**src/rtl/alu_mult_seq.sv**
```systemverilog
// Sequential unsigned shift-and-add multiplier producing a 2N-bit product over N BUSY cycles.
// Optional early-exit build: define ALU_MULT_EARLY_EXIT_EN to leave BUSY once the remaining multiplier bits are zero.
`timescale 1ns/1ps

module alu_mult_seq #(
    parameter int N = 32
) (
    input  logic             clk,
    input  logic             rst_n,
    input  logic             in_valid,
    output logic             in_ready,
    input  logic [N-1:0]     A,
    input  logic [N-1:0]     B,
    output logic             out_valid,
    input  logic             out_ready,
    output logic [2*N-1:0]   P,
    output logic             busy
);

    localparam int CW = (N > 2) ? $clog2(N) : 1;
    localparam logic [CW-1:0] LAST_COUNT = CW'(N - 1);
    localparam logic [CW-1:0] ONE_COUNT  = CW'(1);

    typedef enum logic [1:0] {
        ST_IDLE = 2'd0,
        ST_BUSY = 2'd1,
        ST_DONE = 2'd2
    } state_t;

    state_t           state_r;
    state_t           state_next_s;
    logic [2*N-1:0]   mcand_r;
    logic [N-1:0]     mult_r;
    logic [2*N-1:0]   acc_r;
    logic [2*N-1:0]   p_r;
    logic [CW-1:0]    count_r;

    logic [2*N-1:0]   addend_s;
    logic [2*N-1:0]   acc_sum_s;
    logic [N-1:0]     mult_shift_s;
    logic             last_step_s;
    logic             accept_s;
    logic             finish_s;

    // Partial-product add and the shifted multiplier for this step.
    always_comb begin
        addend_s     = {(2*N){1'b0}};
        if (mult_r[0]) begin
            addend_s = mcand_r;
        end else begin
            addend_s = {(2*N){1'b0}};
        end
        acc_sum_s    = acc_r + addend_s;
        mult_shift_s = {1'b0, mult_r[N-1:1]};
    end

    // Decide whether this BUSY edge is the final step.
    always_comb begin
        last_step_s = 1'b0;
`ifdef ALU_MULT_EARLY_EXIT_EN
        if ((count_r == LAST_COUNT) || (mult_shift_s == {N{1'b0}})) begin
            last_step_s = 1'b1;
        end else begin
            last_step_s = 1'b0;
        end
`else
        if (count_r == LAST_COUNT) begin
            last_step_s = 1'b1;
        end else begin
            last_step_s = 1'b0;
        end
`endif
    end

    // Next-state and handshake decode.
    always_comb begin
        state_next_s = state_r;
        accept_s     = 1'b0;
        finish_s     = 1'b0;
        case (state_r)
            ST_IDLE: begin
                if (in_valid) begin
                    accept_s     = 1'b1;
                    state_next_s = ST_BUSY;
                end else begin
                    state_next_s = ST_IDLE;
                end
            end
            ST_BUSY: begin
                if (last_step_s) begin
                    finish_s     = 1'b1;
                    state_next_s = ST_DONE;
                end else begin
                    state_next_s = ST_BUSY;
                end
            end
            ST_DONE: begin
                if (out_ready) begin
                    state_next_s = ST_IDLE;
                end else begin
                    state_next_s = ST_DONE;
                end
            end
            default: begin
                state_next_s = ST_IDLE;
            end
        endcase
    end

    // State register.
    always_ff @(posedge clk or negedge rst_n) begin
        if (!rst_n) begin
            state_r <= ST_IDLE;
        end else begin
            state_r <= state_next_s;
        end
    end

    // Operand load, shift/add step and result capture; count holds on the final step so it never wraps.
    always_ff @(posedge clk or negedge rst_n) begin
        if (!rst_n) begin
            mcand_r <= {(2*N){1'b0}};
            mult_r  <= {N{1'b0}};
            acc_r   <= {(2*N){1'b0}};
            count_r <= {CW{1'b0}};
            p_r     <= {(2*N){1'b0}};
        end else begin
            case (state_r)
                ST_IDLE: begin
                    if (accept_s) begin
                        mcand_r <= {{N{1'b0}}, A};
                        mult_r  <= B;
                        acc_r   <= {(2*N){1'b0}};
                        count_r <= {CW{1'b0}};
                    end
                end
                ST_BUSY: begin
                    acc_r   <= acc_sum_s;
                    mcand_r <= {mcand_r[2*N-2:0], 1'b0};
                    mult_r  <= mult_shift_s;
                    if (finish_s) begin
                        p_r <= acc_sum_s;
                    end else begin
                        count_r <= count_r + ONE_COUNT;
                    end
                end
                ST_DONE: begin
                    p_r <= p_r;
                end
                default: begin
                    p_r <= p_r;
                end
            endcase
        end
    end

    assign in_ready  = (state_r == ST_IDLE);
    assign busy      = (state_r == ST_BUSY);
    assign out_valid = (state_r == ST_DONE);
    assign P         = p_r;

endmodule

```
**config.mk**
```make
export PLATFORM = sky130hd
export DESIGN_NAME = alu_mult_seq
export DESIGN_NICKNAME = d
export VERILOG_FILES = /design/src/rtl/alu_mult_seq.sv
export SDC_FILE = /design/constraint.sdc
export NUM_CORES = 1
export LEC_CHECK = 0
export ABC_AREA = 1
export CORE_MARGIN = 2
export CORE_UTILIZATION = 53
export DETAILED_ROUTE_END_ITERATION = 7
export GPL_TIMING_DRIVEN = 0
export HOLD_SLACK_MARGIN = 0.02
export PLACE_DENSITY_LB_ADDON = 0.15
export SKIP_LAST_GASP = 1
export SYNTH_ARGS = -nofsm -noshare
export SYNTH_HDL_FRONTEND = slang
export SYNTH_SLANG_ARGS = --single-unit
```
**constraint.sdc**
```tcl
create_clock -name clk -period 2.5 [get_ports clk]
set_clock_uncertainty 0.15 [all_clocks]
set_input_delay 0.5 -clock clk [delete_from_list [all_inputs] [get_ports clk]]
set_output_delay 0.5 -clock clk [all_outputs]
set_load 0.02 [all_outputs]
```
# Word-level counts from Yosys, hierarchy flattened
# Index checks and enable logic that the tools add are counted.
[totals] register_bits=231 output_inout_bits=67 in_bits=68 word_cells=37
[op_classes] n_reduce_logical=5 n_eq_ne=5 muxes=19 addsub=2
[ops] cell="$pmux W64 S2" count=2
[ops] cell="$mux W64" count=3
[ops] cell="$add A64 B64 Y64" count=1
[ops] cell="$pmux W32 S2" count=1
[ops] cell="$mux W32" count=1
[ops] cell="$mux W5" count=2
[ops] cell="$pmux W5 S2" count=1
[ops] cell="$mux W1" count=6
[ops] cell="$pmux W2 S3" count=1
[ops] cell="$add A5 B1 Y5 const B" count=1
[ops] cell="$eq A5 B5 Y1 const B" count=1
[ops] cell="$mux W2" count=2
[ops] cell="$reduce_and A2 Y1" count=2
[ops] cell="$reduce_and A3 Y1" count=1
[ops] cell="$eq A2 B1 Y1 const B" count=1
[ops] cell="$eq A2 B2 Y1 const B" count=1
[ops] cell="$logic_not A2 Y1" count=1
[ops] cell="$ne A2 B1 Y1 const B" count=1
[ops] cell="$ne A2 B2 Y1 const B" count=1
[ops] cell="$reduce_bool A2 Y1" count=1

# Longest topological paths before layout
[depth] ltp_word=6 ltp_mapped=20 mapped_depth_nobuf=18

# Worst setup path after synthesis
# Ideal clock, no wire load.
[synth_timing] path_kind="register to register" startpoint="register mult_r[0]" endpoint="register acc_r[46]" period_less_slack_ns=2.703 setup_time_ns=0.120 path_stages_with_launch=20 t_required_ns=2.230 n_path_buf=2 slack_ns=-0.203 arrival_ns=2.434 path_cell_list="dfrtp_1 clkbuf_1 clkbuf_1 nand2_1 inv_1 ha_1 inv_1 fa_1 nor2_1 nand2_1 nand3_1 nand2_1 nand2_1 nand2_1 nand2_1 nand2_1 nand2_1 nand2_1 nand3_1 nand2_1"
[synth_via] elab_chain_len=3
[synth_lines] item="start, declared" line_no="33" rtl="logic [N-1:0] mult_r;"
[synth_lines] item="start signal, assigned" line_no="123" rtl="mult_r <= {N{1'b0}};"
[synth_lines] item="start signal, assigned" line_no="140" rtl="mult_r <= mult_shift_s;"
[synth_lines] item="$mux W64" line_no="48" rtl="if (mult_r[0]) begin"
[synth_lines] item="$add A64 B64 Y64" line_no="53" rtl="acc_sum_s = acc_r + addend_s;"
[synth_lines] item="$pmux W64 S2" line_no="128" rtl="case (state_r)"
[synth_lines] item="end signal, assigned" line_no="124" rtl="acc_r <= {(2*N){1'b0}};"
[synth_lines] item="end signal, assigned" line_no="133" rtl="acc_r <= {(2*N){1'b0}};"
[synth_lines] item="end signal, assigned" line_no="138" rtl="acc_r <= acc_sum_s;"
[synth_lines] item="end, declared" line_no="34" rtl="logic [2*N-1:0] acc_r;"
# No other way between the ends.
# A chain may end at the register's enable or synchronous reset.

# Final worst setup path
[layout_timing] startpoint="register mult_r[0]" endpoint="register acc_r[62]"
# The elaborated chain is that of the path after synthesis.

==> metrics.cfg <==
[run_status]
status=complete, but fails checks
violations=setup timing

[synth]
ys_ff_latch=231
ys_types=35
synth_edf_count=0
synth_top_flop_cell=dfrtp_1
synth_most_common_cell=nand2_1
synthTopCellsByArea=dfrtp_1 38%, nand2_1 24%, inv_1 11%
ys_seq_area_share_pct=37.9
yosysWarnings=0
yosys-top-cells-count=961 x nand2_1, 449 x inv_1, 231 x dfrtp_1
synth_area_leader_cell=dfrtp_1
avgSynthCellArea_um2=6.46
syn-cell-area_um2=15300
syn-num-nets=2495
async_reset_ff_share_pct=100
synth_top_area_share_pct=37.9
synth_cells=2361

[worst_setup_path]
r2r_start=mult_r[0]
worst_r2r_endpoint=acc_r[62]
cp_top_family=simple AND/OR/NAND/NOR gates
cp-start-kind=flop
reg2reg_depth=17
slowest_delay_ns=0.44
crit_path_end_kind=flop
path_cells=clkbuf_16 > clkbuf_8 > nand2_1 > inv_2 > ha_4 > nand2_2 > inv_1 > nand2_1 > nand2_1 > inv_1 > nand2_2 > a21oi_2 > nand2_8 > nand2_4 > nand3_2 > nand3_2 > nand2_1
worstPathBufferInverterCount=5
crit_slowest_cell=dfrtp_2
required_ns=2.79
path_common_cell=nand2_1
worst-setup-path-type=reg2reg
rrSetupSlack_ns=-0.28
crit_start=mult_r[0]
path_max_fanout=10
worstPathArrival_ns=3.08

[detailed_routing]
vias=16700
avgRoutedWirePerCell_um=19.7
totalWireLength_um=59200
drcViolationCount=0
drtAntennaViolNets=0
post_drt_via_cell_ratio=5.55
first_pass_iters=5
drt_iter0_drc=1870

[global_routing]
grt.overflow.total=0
antenna_found_initial=0
grt_first_pass_wirelength_um=88400
gr-usage-all-layers_pct=37.6
grt_max_degree=85
first_global_vias=16100

[timing]
fmax_mhz=359
period_share_pct=111
setup_slack_ns=-0.284
setup_tns_ns=-17.35
relSlewSlack_pct=47.0
period_needed_ns=2.78
tightest_slew_ns=0.795
hold_viol_final=0
drv_slew=0
rsz0062_at_grt=yes
setup_violations=113

[clocking]
h-tree-depth=1
clk_latency_ns=0.57
clockBufferDepth=3
cts_made_buffers=25
cts_tree=yes
clkTransAtPathRegs_ns=0.07
cts_sinks=231
root_buffer=clkbuf_16

[cells_and_area]
fin_nets=2735
antenna_cells=0
multi_input_area_um2=10500
nFillCells=2111
final-seq-area_um2=5780
syn_to_final_growth_pct=43.1
drive_above_1_share_pct=27.0

[placed_design]
hpwl_um=40900
port_buffers=134
gp_congestion=1.00

[floorplanning]
initial_core_util_pct=53.4
core_um2=28500
die_w_um=174
die_h_um=174
ios=135
die_area_um2=30200
core.rowCount=62

[worst_hold_path]
min_path_type=in2async

[flow_run]
maxCapViolCount=0

cell families (layout without fill, tap and decap cells):
logic type,count (synthesis),after routing,share of synthesized area (%)
adder cells (fa/ha/maj),66,66,5.46
buffers and inverters,520,779,12.9
flip-flops,231,231,37.9
AO/OA/AOI/OAI,235,235,8.66
AND/OR/NAND/NOR,1286,1286,33.8
XOR/XNOR,23,23,1.32
worst max path at each step:
| stage | to | slack (ns) | depth (start not counted) |
|---|---|---|---|
| floorplan | acc_r[46] | 0.004 | 19 |
| global placement | P[61] | -8.89 | 1 |
| detailed placement | P[62] | -1.06 | 19 |
| CTS | acc_r[62] | -0.22 | 14 |
| global route | P[62] | -0.36 | 20 |
| finish | acc_r[62] | -0.28 | 17 |
state kept, by name, summed over array words and instances, names as in the netlist:
name,count
P,64
state_r,2
mult_r,32
count_r,5
acc_r,64
mcand_r,64
layout make-up:
type / count / area share (%)
plain buffers: 63 / 1.80
clock buffers: 27 / 2.94
clock inverters: 19 / 1.24
inverters: 456 / 7.89
multi-input cells: 1610 / 48.0
flip-flops and latches: 231 / 26.5
well taps: 384 / 2.20
repair buffers: 214 / 9.44
timing repair:
action,in CTS,in global routing
hold buffers,1,0
endpoints found under the setup margin,129,120
pin swaps,100,89
buffers inserted,45,29
gates resized for setup,522,249
cloned,3,0
endpoints found under the hold margin,71,0
metrics by stage:
stage	cell area, um^2	hold slack (ns)	worst slack (ns)	instances	utilization, %
6_report	21800	0.324	-0.284	3004	76.5
5_1_grt	21800	0.348	-0.357	3004	76.5
4_1_cts	20700	0.331	-0.220	2975	72.7
3_5_place_dp	17100	0.315	-1.06	2881	60.1
3_3_place_gp	17100	0.312	-8.89	2879	59.8
2_1_floorplan	15300	0.0544	0.00377	2361	-
routing by layer:
metal	global-route usage (%)	vias to the layer above	wire, um
met5	0	-	0
met4	11.4	0	2270
met3	5.64	168	5590
met2	57.8	890	26100
met1	55.0	7947	25200
li1	-	7672	-
layout by cell type, fill, tap and decap left out, drive strengths merged, types with 5 or more instances in the layout:
| master | count |
|---|---|
| or2 | 7 |
| o211ai | 13 |
| dfrtp | 231 |
| nor2 | 152 |
| o21ai | 76 |
| nand3 | 127 |
| nand2 | 966 |
| nor3 | 15 |
| nand4 | 8 |
| xnor2 | 7 |
| clkbuf | 66 |
| a21oi | 83 |
| inv | 459 |
| o22ai | 45 |
| bufinv | 5 |
| o221ai | 6 |
| ha | 65 |
| clkinv | 5 |
| xor2 | 16 |
| nand3b | 8 |
| clkinvlp | 6 |
| buf | 104 |
| clkdlybuf4s50 | 130 |
Power is left out: the tool's default activity adds up to more than one toggle a clock period on the data nets, which glitch-free logic cannot reach.
